===== config.mk =====
export PLATFORM = sky130hd
export DESIGN_NAME = seg7_decode
export DESIGN_NICKNAME = d
export VERILOG_FILES = /design/src/rtl/seg7_pkg.sv /design/src/rtl/seg7_decode.sv
export SDC_FILE = /design/constraint.sdc
export NUM_CORES = 1
export LEC_CHECK = 0
export ABC_AREA = 1
export BUFFER_PORTS_ARGS = -buffer_cell sky130_fd_sc_hd__buf_4
export CORE_AREA = 2 2 39 41
export DETAILED_ROUTE_END_ITERATION = 10
export DIE_AREA = 0 0 41 43
export PLACE_DENSITY_LB_ADDON = 0.2
export SETUP_SLACK_MARGIN = 0.05
export SLEW_MARGIN = 10
export SYNTH_ARGS = -nofsm -noshare
export SYNTH_HDL_FRONTEND = slang
export SYNTH_SLANG_ARGS = --single-unit

===== constraint.sdc =====
create_clock -name vclk -period 0.8
set_input_delay 0.08 -clock vclk [all_inputs]
set_output_delay 0.08 -clock vclk [all_outputs]
set_load 0.01 [all_outputs]

===== src/rtl/seg7_pkg.sv =====
// rtl/seg7_pkg.sv - segment patterns, target digit sequence and overlap index
package seg7_pkg;

  // Active-low segment patterns, bit6=g ... bit0=a
  localparam logic [6:0] SEG_0 = 7'b1000000;
  localparam logic [6:0] SEG_1 = 7'b1111001;
  localparam logic [6:0] SEG_2 = 7'b0100100;
  localparam logic [6:0] SEG_3 = 7'b0110000;
  localparam logic [6:0] SEG_4 = 7'b0011001;
  localparam logic [6:0] SEG_5 = 7'b0010010;
  localparam logic [6:0] SEG_6 = 7'b0000010;
  localparam logic [6:0] SEG_7 = 7'b1111000;
  localparam logic [6:0] SEG_8 = 7'b0000000;
  localparam logic [6:0] SEG_9 = 7'b0010000;

  localparam int SEQ_LEN = 8;
  // Element 0 is the first expected digit: 2,0,0,0,1,1,2,0
  localparam logic [SEQ_LEN-1:0][3:0] SEQ = {4'd0, 4'd2, 4'd1, 4'd1, 4'd0, 4'd0, 4'd0, 4'd2};
  localparam logic [2:0] OVERLAP_IDX = 3'd2;

  function automatic logic [3:0] seq_at(input logic [2:0] idx);
    return SEQ[idx];
  endfunction

endpackage


===== src/rtl/seg7_decode.sv =====
// rtl/seg7_decode.sv - combinational 7-segment to BCD decoder with legality flag
module seg7_decode
  import seg7_pkg::*;
(
  input  logic [6:0] seg_data,
  output logic [3:0] bcd,
  output logic       legal
);

  always_comb begin
    bcd   = 4'd0;
    legal = 1'b1;
    case (seg_data)
      SEG_0:   bcd = 4'd0;
      SEG_1:   bcd = 4'd1;
      SEG_2:   bcd = 4'd2;
      SEG_3:   bcd = 4'd3;
      SEG_4:   bcd = 4'd4;
      SEG_5:   bcd = 4'd5;
      SEG_6:   bcd = 4'd6;
      SEG_7:   bcd = 4'd7;
      SEG_8:   bcd = 4'd8;
      SEG_9:   bcd = 4'd9;
      default: legal = 1'b0;
    endcase
  end

endmodule


==> results of run 1 <==
[cell families after synthesis]
family / count (synthesis) / synth area share [%]
AO/OA/AOI/OAI: 1 / 2.137
buffers and inverters: 8 / 12.83
AND/OR/NAND/NOR: 41 / 85.02
[report_power, final]
| group | switching (W) | leakage (nW) | internal (W) |
|---|---|---|---|
| registers | 0 | 0 | 0 |
| logic | 0.000136 | 0.305 | 0.000130 |
| clock network | 0 | 0 | 0 |
[metrics by stage]
step / instance area (sq um) / power [W] / util (%) / TNS (ps) / setup slack, ps
after floorplan: 236.5 / 0.00006104 / - / 0 / 109.3
after global placement: 369.1 / 0.0001271 / 26.67 / -640.7 / -208.3
after detailed placement: 369.1 / 0.0001256 / 26.67 / -543.5 / -170.6
after CTS: 561.8 / 0.0002177 / 40.60 / -205.2 / -67.51
after global routing: 649.4 / 0.0002811 / 46.93 / -358.1 / -98.56
final: 649.4 / 0.0002664 / 46.93 / -196.9 / -62.11
[metal layers]
metal	GRT usage [%]	wire (microns)	up-vias
met5	0	0	-
met4	0	0	0
met3	0	34	0
met2	20.94	551	7
met1	8.861	277	171
li1	-	-	193
[layout by cell type (no fill, tap or decap)]
master / netlist / final
a21oi_1: 1 / 1
buf_12: 0 / 4
buf_4: 0 / 5
buf_6: 0 / 6
buf_8: 0 / 1
inv_2: 3 / 1
inv_4: 0 / 1
inv_6: 0 / 3
inv_8: 0 / 3
nand2_1: 16 / 1
nand2_2: 2 / 10
nand2_4: 0 / 7
nand3_1: 5 / 2
nand3_2: 2 / 5
nand4_1: 1 / 1
nor2_1: 9 / 2
nor2_2: 4 / 2
nor2_4: 1 / 10
nor3_2: 0 / 1
[critical path, delay by kind of cell]
family,cells,cell delay (ps)
buf+inv,4,320
simple gates,5,370
[final timing paths]
kind / start / end / cells past startpoint / slack [ps]
worst min-delay path: seg_data[3] / bcd[3] / 5 / 550
worst max-delay path: seg_data[0] / bcd[1] / 9 / -60
[layout make-up]
class / instances / share of cell area [%]
multi-input combinational: 42 / 55.30
timing repair buffer: 16 / 30.83
inverter: 8 / 10.79
tap: 16 / 3.083
[repair_timing]
action	CTS	global route
resized for setup	57	25
setup buffers	1	0
endpoints found under the setup margin	5	5
pin swaps	17	13
==> results.sh, run 1 <==
export IMPL_synth_top_cell_area_share_pct=25.67
export IMPL_place_hpwl_microns=547.5
export IMPL_seq_area_sq_um=0
export IMPL_fin_crit_ps=862.1
export IMPL_antenna_found_initial=0
export IMPL_dieArea_sq_mm=0.001763
export IMPL_grt_first_pass_wirelength_mm=1.186
export IMPL_power_leakage_nw=0.3047
export IMPL_coreArea_sq_mm=0.001384
export IMPL_slowest_delay_ps=120
export IMPL_syn_nets=57
export IMPL_max_vdd_ir_drop_mv=0.1846
export IMPL_gp_congestion=0.7152
export IMPL_synth_most_common_cell="nand2_1"
export IMPL_cp_common_cell="nand2_2"
export IMPL_start_util_pct=16.91
export IMPL_holdWs_ps=552.5
export IMPL_place_inst=81
export IMPL_worstSetupPathType="input port to output port"
export IMPL_status="finished with violations"
export IMPL_slew_viol_final=0
export IMPL_period_share_pct=107.8
export IMPL_crit_chain="buf_12 -> inv_8 -> nand2_4 -> nor2_4 -> nand2_2 -> nand2_2 -> inv_2 -> nand3_2 -> buf_6"
export IMPL_finalNonFillerCells=82
export IMPL_crit_path_end_kind="output port"
export IMPL_nFillCells=142
export IMPL_dr_first_iter_drc_count=2
export IMPL_port_buffer_count=12
export IMPL_syn_cell_area_sq_um=234.0
export IMPL_maxCapViolations=0
export IMPL_ys_warn_count=0
export IMPL_drcViolationCount=0
export IMPL_fp_dieH_microns=43
export IMPL_violations="negative setup slack"
export IMPL_wl_per_cell_microns=10.52
export IMPL_gr_total_overflow=0
export IMPL_nNetsFinal=75
export IMPL_cp_start_kind="input port"
export IMPL_avgSynthCellArea_sq_um=4.679
export IMPL_grt_use_total_pct=9.491
export IMPL_routed_wl_microns=863
export IMPL_drt_pass1_iter_count=4
export IMPL_slew_headroom_pct=88.93
export IMPL_grt_pass1_vias=326
export IMPL_ys_types=12
export IMPL_synth_area_leaders="nand2_1 (26%), nor2_1 (14%), nand3_1 (11%), nor2_2 (11%), nand3_2 (8.6%)"
export IMPL_hp_class="input port to output port"
export IMPL_via_per_inst=4.524
export IMPL_ant_nets=0
export IMPL_synth_common_cells="nand2_1 (16), nor2_1 (9), inv_1 (5), nand3_1 (5), nor2_2 (4)"
export IMPL_multi_input_area_sq_um=359.1
export IMPL_die_w_microns=41
export IMPL_slowest_stage="nor2_4"
export IMPL_diodes=0
export IMPL_setup_ws_ps=-62.11
export IMPL_setup_viol=4
export IMPL_drive_gt1_share_pct=89.39
export IMPL_max_freq_mhz=1160
export IMPL_area_delta_synth_final_pct=177.5
export IMPL_seq_cell_count=0
export IMPL_num_io_pins=12
export IMPL_syn_inst=50
export IMPL_cp_max_fo=3
export IMPL_hold_violations=0
export IMPL_clkbuf_count=0
export IMPL_crit_required_ps=720
export IMPL_rows=14
export IMPL_cp_data_arrival_time_ps=780
export IMPL_rsz0062_at_grt="yes"
export IMPL_grt_max_degree=6
export IMPL_synth_seq_area_share_pct=0
export IMPL_cts_hold_buffers=0
export IMPL_vias=371
export IMPL_yosysTopAreaCell="nand2_1"
export IMPL_powerDensity_mw_per_mm2=410.2
export IMPL_worstMarginPinSlew_ps=165.1
(Power assumes the default switching activity.)
==> run 2: changes to the inputs <==
--- a/config.mk
+++ b/config.mk
@@ -10,7 +10,7 @@
 export CORE_AREA = 2 2 39 41
 export DETAILED_ROUTE_END_ITERATION = 10
 export DIE_AREA = 0 0 41 43
-export PLACE_DENSITY_LB_ADDON = 0.2
+export PLACE_DENSITY = 0.4
 export SETUP_SLACK_MARGIN = 0.05
 export SLEW_MARGIN = 10
 export SYNTH_ARGS = -nofsm -noshare
==> constraint.sdc (replaced) <==
create_clock -name vclk -period 0.8
set_input_delay 0.16 -clock vclk [all_inputs]
set_output_delay 0.16 -clock vclk [all_outputs]
set_load 0.01 [all_outputs]
==> run 2 against run 1 <==
  * Maximum frequency fell by 16%
  * The flow still finishes with violations (negative setup slack)
  * Sequential share of layout area did not move
  * Global-route usage rose by 0.90 points
  * Flip-flop and latch count did not move
  * Die area did not move
  * Critical path depth fell by 1
  * Cell count rose by 1.2%
  * Setup slack got worse by 170 ps
  * Clock-buffer cell count did not move
  * Final area rose by 4.4%
==> results.sh, run 2 (synthesis gave the netlist of run 1 again) <==
export IMPL_die_w_microns=41
export IMPL_nFillCells=136
export IMPL_worstMarginPinSlew_ps=155.2
export IMPL_maxCapViolations=0
export IMPL_cp_max_fo=5
export IMPL_rows=14
export IMPL_ant_nets=0
export IMPL_intPower_w=0.0001322
export IMPL_status="finished with violations"
export IMPL_clkbuf_count=0
export IMPL_hold_violations=0
export IMPL_gp_congestion=0.7219
export IMPL_p_sw_share_pct=51.74
export IMPL_place_ws_ps=-335.0
export IMPL_violations="negative setup slack"
export IMPL_wl_per_cell_microns=10.04
export IMPL_fin_crit_ps=1028
export IMPL_period_share_pct=128.4
export IMPL_hp_class="input port to output port"
export IMPL_num_io_pins=12
export IMPL_min_from="seg_data[3]"
export IMPL_fp_dieH_microns=43
export IMPL_worstSetupPathType="input port to output port"
export IMPL_diodes=0
export IMPL_slew_headroom_pct=89.63
export IMPL_dr_first_iter_drc_count=8
export IMPL_start_util_pct=16.91
export IMPL_via_per_inst=4.301
export IMPL_drcViolationCount=0
export IMPL_drt_pass1_iter_count=3
export IMPL_design_area_sq_um=678.2
export IMPL_setup_viol=5
export IMPL_seq_cell_count=0
export IMPL_slew_viol_final=0
export IMPL_power_switching_w=0.0001417
export IMPL_power_leakage_nw=0.3132
export IMPL_nNetsFinal=76
export IMPL_port_buffer_count=12
export IMPL_seq_area_sq_um=0
export IMPL_worstSetupStartpoint="seg_data[6]"
export IMPL_grt_first_pass_wirelength_mm=1.359
export IMPL_grt_use_total_pct=10.39
export IMPL_grt_pass1_vias=358
export IMPL_max_freq_mhz=973.2
export IMPL_cp_start_kind="input port"
export IMPL_setup_ws_ps=-227.5
export IMPL_rsz0062_at_grt="yes"
export IMPL_seqPwrFrac_pct=0
export IMPL_vias=357
export IMPL_routed_wl_microns=833
export IMPL_grt_max_degree=6
export IMPL_powerDensity_mw_per_mm2=404.0
export IMPL_cts_hold_buffers=0
export IMPL_coreArea_sq_mm=0.001384
export IMPL_final_common_cell="nand2_2"
export IMPL_combPwrFrac_pct=100.0
export IMPL_place_area_sq_um=491.7
export IMPL_dieArea_sq_mm=0.001763
export IMPL_place_hpwl_microns=651.1
export IMPL_crit_path_end_kind="output port"
export IMPL_clkPwrFrac_pct=0
export IMPL_cp_endpoint="bcd[1]"
export IMPL_max_vdd_ir_drop_mv=0.1842
export IMPL_drive_gt1_share_pct=91.04
export IMPL_cp_data_arrival_time_ps=870
export IMPL_layout_common_cells="nand2_2 (10), buf_6 (9), nor2_4 (7), nor2_2 (6), nand3_2 (6)"
export IMPL_antenna_found_initial=0
export IMPL_area_delta_synth_final_pct=189.8
export IMPL_gr_total_overflow=0
export IMPL_crit_required_ps=640
run 2: what timing repair did:
item	CTS	global route
gates resized for setup	25	18
pin swaps	15	16
setup buffers	2	1
endpoints found under the setup margin	5	5
run 2: per-stage QoR:
stage          total power [W]  cells  TNS [ps]  hold WS (ps)  utilization (%)
2_1_floorplan        0.0001051     50         0         427.8                -
3_3_place_gp         0.0001989     80     -1345         752.0            35.53
3_5_place_dp         0.0001969     80     -1275         748.6            35.53
4_1_cts              0.0002441     82    -939.6         707.7            43.49
5_1_grt              0.0002925     83     -1278         787.0            49.01
6_report             0.0002740     83     -1039         766.4            49.01
run 2: critical path, cell delays in order:
cell,delay [ps]
buf_12,120
inv_16,40
nor2_4,140
nand3_2,100
nand2_2,90
inv_2,50
nand3_2,70
buf_6,100
run 2: worst min-delay path by stage:
| stage | cells after the start | to | slack, ps |
|---|---|---|---|
| floorplan | 3 | bcd[3] | 430 |
| global placement | 5 | bcd[3] | 750 |
| detailed placement | 5 | bcd[3] | 750 |
| CTS | 5 | bcd[3] | 710 |
| global route | 5 | bcd[1] | 790 |
| finish | 5 | bcd[1] | 770 |
run 2: layout make-up:
type                            count  area (sq um)  share of cell area [%]
Tap cell                           16         20.02                   2.952
Inverter                            8         91.34                   13.47
Timing Repair Buffer               17         211.5                   31.18
Multi-Input combinational cell     42         355.3                   52.40
run 2: power groups by stage:
stage                     Sequential (W)  Clock (W)  Combinational [W]
after floorplan                        0          0           0.000105
after global placement                 0          0           0.000199
after detailed placement               0          0           0.000197
after CTS                              0          0           0.000244
after global routing                   0          0           0.000293
final                                  0          0           0.000274
run 2: metal layers:
metal	up-vias	global-route usage, %	routed length, microns
met4	0	0	0
met1	161	14.87	342
li1	191	-	-
met2	5	17.81	476
met3	0	0	15
met5	-	0	0
